**config.mk**
```make
export PLATFORM = sky130hd
export DESIGN_NAME = uart_tx_arbiter
export DESIGN_NICKNAME = d
export VERILOG_FILES = /design/src/rtl/uart_pkg.sv /design/src/rtl/uart_rr_pick.sv /design/src/rtl/uart_tx_arbiter.sv
export SDC_FILE = /design/constraint.sdc
export NUM_CORES = 1
export LEC_CHECK = 0
export CAP_MARGIN = 40
export CORE_MARGIN = 1
export CORE_UTILIZATION = 43
export CTS_BUF_LIST = sky130_fd_sc_hd__clkbuf_4
export DETAILED_ROUTE_END_ITERATION = 12
export PLACE_DENSITY_LB_ADDON = 0.3
export SYNTH_ARGS = -nofsm -noshare
export SYNTH_HDL_FRONTEND = slang
export SYNTH_HIERARCHICAL = 1
export SYNTH_SLANG_ARGS = --single-unit
```
**constraint.sdc**
```tcl
create_clock -name clk -period 5.1 [get_ports clk]
set_input_delay 0.51 -clock clk [delete_from_list [all_inputs] [get_ports clk]]
set_output_delay 0.51 -clock clk [all_outputs]
set_load 0.02 [all_outputs]
```
**src/rtl/uart_pkg.sv**
```systemverilog
// Shared definitions for the UART transmitter arbiter: FSM encodings and sizing.
package uart_pkg;
   localparam int NREQ         = 4;
   localparam int START_TO_DEF = 32;
   localparam int CNT_W        = 5;

   typedef enum logic [1:0] {
      IDLE    = 2'd0,
      START   = 2'd1,
      WAIT_HI = 2'd2,
      WAIT_LO = 2'd3
   } state_t;
endpackage

```
**src/rtl/uart_rr_pick.sv**
```systemverilog
// Round-robin pick: first requester at or after (last+1) mod 4 wins.
module uart_rr_pick
   import uart_pkg::*;
(
   input  logic [NREQ-1:0] req,
   input  logic [1:0]      last,
   output logic [1:0]      winner,
   output logic            valid
);
   // Walk from the lowest priority upward so the highest-priority hit overwrites.
   always_comb begin
      winner = last;
      valid  = 1'b0;
      for (int i = 3; i >= 0; i--) begin
         if (req[last + 2'(i + 1)]) begin
            winner = last + 2'(i + 1);
            valid  = 1'b1;
         end
      end
   end
endmodule

```
**src/rtl/uart_tx_arbiter.sv**
```systemverilog
// Round-robin arbiter sharing one UART transmitter among four byte requesters,
// with a start-timeout guard on the transmitter's busy handshake.
module uart_tx_arbiter
   import uart_pkg::*;
#(
   parameter int NREQ     = uart_pkg::NREQ,
   parameter int START_TO = uart_pkg::START_TO_DEF
) (
   input  logic              clk,
   input  logic              rst,
   input  logic [NREQ-1:0]   req,
   input  logic [8*NREQ-1:0] req_data,
   output logic [NREQ-1:0]   gnt,
   output logic [NREQ-1:0]   ack,
   output logic [NREQ-1:0]   done,
   output logic [7:0]        tx_data,
   output logic              tx_start,
   input  logic              tx_busy,
   output logic [1:0]        tx_ch,
   output logic              err
);
   localparam logic [CNT_W-1:0] TO_LIM = CNT_W'(START_TO - 1);
   localparam logic [NREQ-1:0]  ONE    = NREQ'(1);

   state_t           state, nxt;
   logic [1:0]       last, winner;
   logic             valid;
   logic [CNT_W-1:0] cnt;
   logic             grant_go, to_hit, frame_end;

   uart_rr_pick u_pick (
      .req    (req),
      .last   (last),
      .winner (winner),
      .valid  (valid)
   );

   assign grant_go  = (state == IDLE) && valid && !tx_busy;
   assign to_hit    = (state == WAIT_HI) && !tx_busy && (cnt == TO_LIM);
   assign frame_end = (state == WAIT_LO) && !tx_busy;

   always_ff @(posedge clk or negedge rst) begin
      if (!rst) state <= IDLE;
      else      state <= nxt;
   end

   always_comb begin
      nxt = state;
      case (state)
         IDLE:    if (grant_go) nxt = START;
         START:   nxt = WAIT_HI;
         WAIT_HI: if (tx_busy) nxt = WAIT_LO;
                  else if (to_hit) nxt = IDLE;
         WAIT_LO: if (!tx_busy) nxt = IDLE;
         default: nxt = IDLE;
      endcase
   end

   always_comb begin
      tx_start = (state == START);
      ack      = (state == START) ? gnt : '0;
   end

   // done/err are registered so they land in the IDLE cycle where a new grant may already be chosen.
   always_ff @(posedge clk or negedge rst) begin
      if (!rst) begin
         gnt     <= '0;
         done    <= '0;
         err     <= 1'b0;
         tx_data <= '0;
         tx_ch   <= 2'd3;
         last    <= 2'd3;
         cnt     <= '0;
      end else begin
         done <= '0;
         err  <= 1'b0;
         if (grant_go) begin
            gnt     <= ONE << winner;
            tx_data <= req_data[8*winner +: 8];
            tx_ch   <= winner;
         end
         if (state != WAIT_HI || tx_busy) cnt <= '0;
         else if (cnt != '1)              cnt <= cnt + 1'b1;
         if (to_hit) begin
            err  <= 1'b1;
            gnt  <= '0;
            last <= tx_ch;
         end
         if (frame_end) begin
            done <= gnt;
            gnt  <= '0;
            last <= tx_ch;
         end
      end
   end
endmodule
```
==> results.json <==
{
  "start_util_pct": 45.93,
  "avgSynthCellArea_um2": 10.48,
  "fmax_mhz": 406.6,
  "seq_area_frac_synth_pct": 49.52,
  "antenna_found_initial": 0,
  "rows": 20,
  "synth_top_family_by_area": "simple AND/OR/NAND/NOR gates",
  "synth_compound_area_share_pct": 4.039,
  "regArea_um2": 705.7,
  "synth_xor_area_share_pct": 1.844,
  "grtUsageTotal_pct": 20.72,
  "wl_per_cell_um": 13.83,
  "nNetsFinal": 241,
  "slew_viol_final": 0,
  "syn_inst": 136,
  "hpwl_mm": 2.702,
  "drive_above_1_share_pct": 11.06,
  "crit_required_ps": 4590,
  "cts_setup_buffers": 0,
  "cts_resized": 0,
  "critPathMaxFanout": 9,
  "critPathCaptureType": "primary output",
  "n_antenna_cell": 0,
  "clock_latency_ps": 330,
  "startpoint_type": "flip-flop",
  "finalWirelength_mm": 3.361,
  "grt_pass1_vias": 1227,
  "holdPathStages": 2,
  "area_delta_synth_final_pct": 49.78,
  "slew_headroom_pct": 55.67,
  "tns_ps": 0,
  "die_y_um": 59.57,
  "path_class": "flip-flop to primary output",
  "cts.sinks": 28,
  "place.gp.congestion": 0.7165,
  "synthMuxAreaShare_pct": 16.33,
  "cap_violations": 0,
  "fill_cells": 256,
  "p_leak_nw": 0.9398,
  "tightest_slew_ps": 664.8,
  "p_per_area_nw_per_um2": 442.4,
  "synth_adder_area_share_pct": 1.756,
  "ios": 63,
  "pre_cts_ws_ps": 2343,
  "cts.reportedPaths.clkPinSlew_ps": 130,
  "dp.cells": 239,
  "ys_warn_count": 6,
  "finalHoldViolations": 0,
  "synthTopCellsByArea": "dfrtp_1, mux4_2, nand2_1",
  "asyncSetResetFlopFracSynth_pct": 100.0,
  "antenna_left": 0,
  "rsz0062_at_grt": "no",
  "hold_ws_ps": 485.8,
  "skew_ps": 19.89,
  "cts_root_buf": "clkbuf_4",
  "yosysTopAreaCell": "dfrtp_1",
  "fin_ws_ps": 2640,
  "synth_fp_nets": 177,
  "drtPass1Iterations": 4,
  "via_per_inst": 4.975,
  "cts.htree.levels": 1,
  "ys_ff_latch": 28,
  "r2r.worst_path.cells": 6,
  "core_um2": 3103,
  "cts_max_path_buffers": 2,
  "drc": 0,
  "syn-cell-area_um2": 1425,
  "grt_max_degree": 29,
  "place_area_um2": 2105,
  "drtIter0Drc": 42,
  "setup_viol": 0,
  "vias": 1209,
  "hold_class": "flip-flop to flip-flop",
  "synth-main-ff-cell": "dfrtp_1",
  "cts_tree": "done",
  "ir_worst_vdd_v": 0.0002870,
  "dieArea_um2": 3549,
  "numPortBuffers": 62,
  "finalCritPeriodShare_pct": 48.23,
  "die_w_um": 59.57,
  "synth_cell_types": 31,
  "instances_no_fill": 243,
  "synth_edf_count": 0,
  "synth-simple-area-share_pct": 23.71,
  "multiInputGateArea_um2": 685.7,
  "cts_inserted_buffers": 3,
  "cp_data_arrival_time_ps": 1950,
  "grt-ovfl-total": 0,
  "synth_most_common_cell": "nand2_1",
  "status": "complete, no violations",
  "grt_pass1_wl_mm": 5.354,
  "synth_common_cells": "nand2_1, dfrtp_1, mux4_2, nor2_1, a21oi_1",
  "synth_top_area_share_pct": 42.14,
  "final_area_um2": 2135,
  "fin_crit_ps": 2460,
  "holdBufCountCts": 0
}
worst paths after layout:
kind | startpoint | endpoint | slack (ps)
worst min-delay path | tx_ch[1]$_DFFE_PN1P_ | tx_ch[1]$_DFFE_PN1P_ | 490
min in group asynchronous | rst | cnt[1]$_DFFE_PN0N_ | 520
worst max-delay path | state[0]$_DFFE_PN0P_ | ack[0] | 2640
worst max register to register | last[1]$_DFFE_PN1P_ | tx_data[0]$_DFFE_PN0P_ | 2900
max in group asynchronous | rst | last[1]$_DFFE_PN1P_ | 4250
worst min register to register | tx_ch[1]$_DFFE_PN1P_ | tx_ch[1]$_DFFE_PN1P_ | 490
sequential cells by signal, summed over array words and instances, names as in the netlist:
| name | count |
|---|---|
| gnt | 4 |
| tx_data | 8 |
| state | 2 |
| last | 2 |
| err | 1 |
| tx_ch | 2 |
| done | 4 |
| cnt | 5 |
through the flow:
step | total power [mW] | util, %
2_1_floorplan | 0.6456 | -
3_3_place_gp | 0.8256 | 67.34
3_5_place_dp | 0.8548 | 67.82
4_1_cts | 0.9519 | 68.79
5_1_grt | 1.008 | 68.79
6_report | 0.9444 | 68.79
final cells by class:
class | instances | share of cell area [%]
sequential | 28 | 33.06
multi-input combinational | 98 | 32.12
timing repair buffer | 65 | 30.13
tap | 44 | 2.579
clock buffer | 4 | 1.407
inverter | 4 | 0.7034
cells in the final DEF (no fill, tap or decap), types with 4 or more instances in the layout:
cell              n
inv_1             4
clkdlybuf4s50_1  62
and2_1            4
nor2_1            8
and3_1            5
nand2_1          36
dfstp_2           4
clkbuf_4          4
nor2b_1           5
a21oi_1           6
mux4_2            8
dfrtp_1          24
worst max-delay path: stages, from the launching register on:
cell	delay [ps]
dfrtp_1	490
nor2b_1	340
and2_1	190
clkdlybuf4s50_1	620
routing by layer:
layer | vias up | share of wire (%) | GRT usage [%]
li1 | 590 | - | -
met1 | 578 | 38 | 24.89
met2 | 33 | 57 | 36.92
met3 | 8 | 3.3 | 3.493
met4 | 0 | 2.1 | 7.973
met5 | - | 0 | 0
power by group:
group / internal [mW] / total (mW) / switching [mW]
clock: 0.0359 / 0.0986 / 0.0626
sequential: 0.302 / 0.363 / 0.0609
combinational: 0.248 / 0.483 / 0.236
total: 0.585 / 0.944 / 0.359
cell families (layout without fill, tap and decap cells):
family,after synthesis,count (layout)
xor+xnor,3,3
mux,13,13
buf+inv,10,73
fa+ha+maj,2,2
flops,28,28
simple gates,70,70
compound gates,10,10
(Power assumes the default switching activity.)
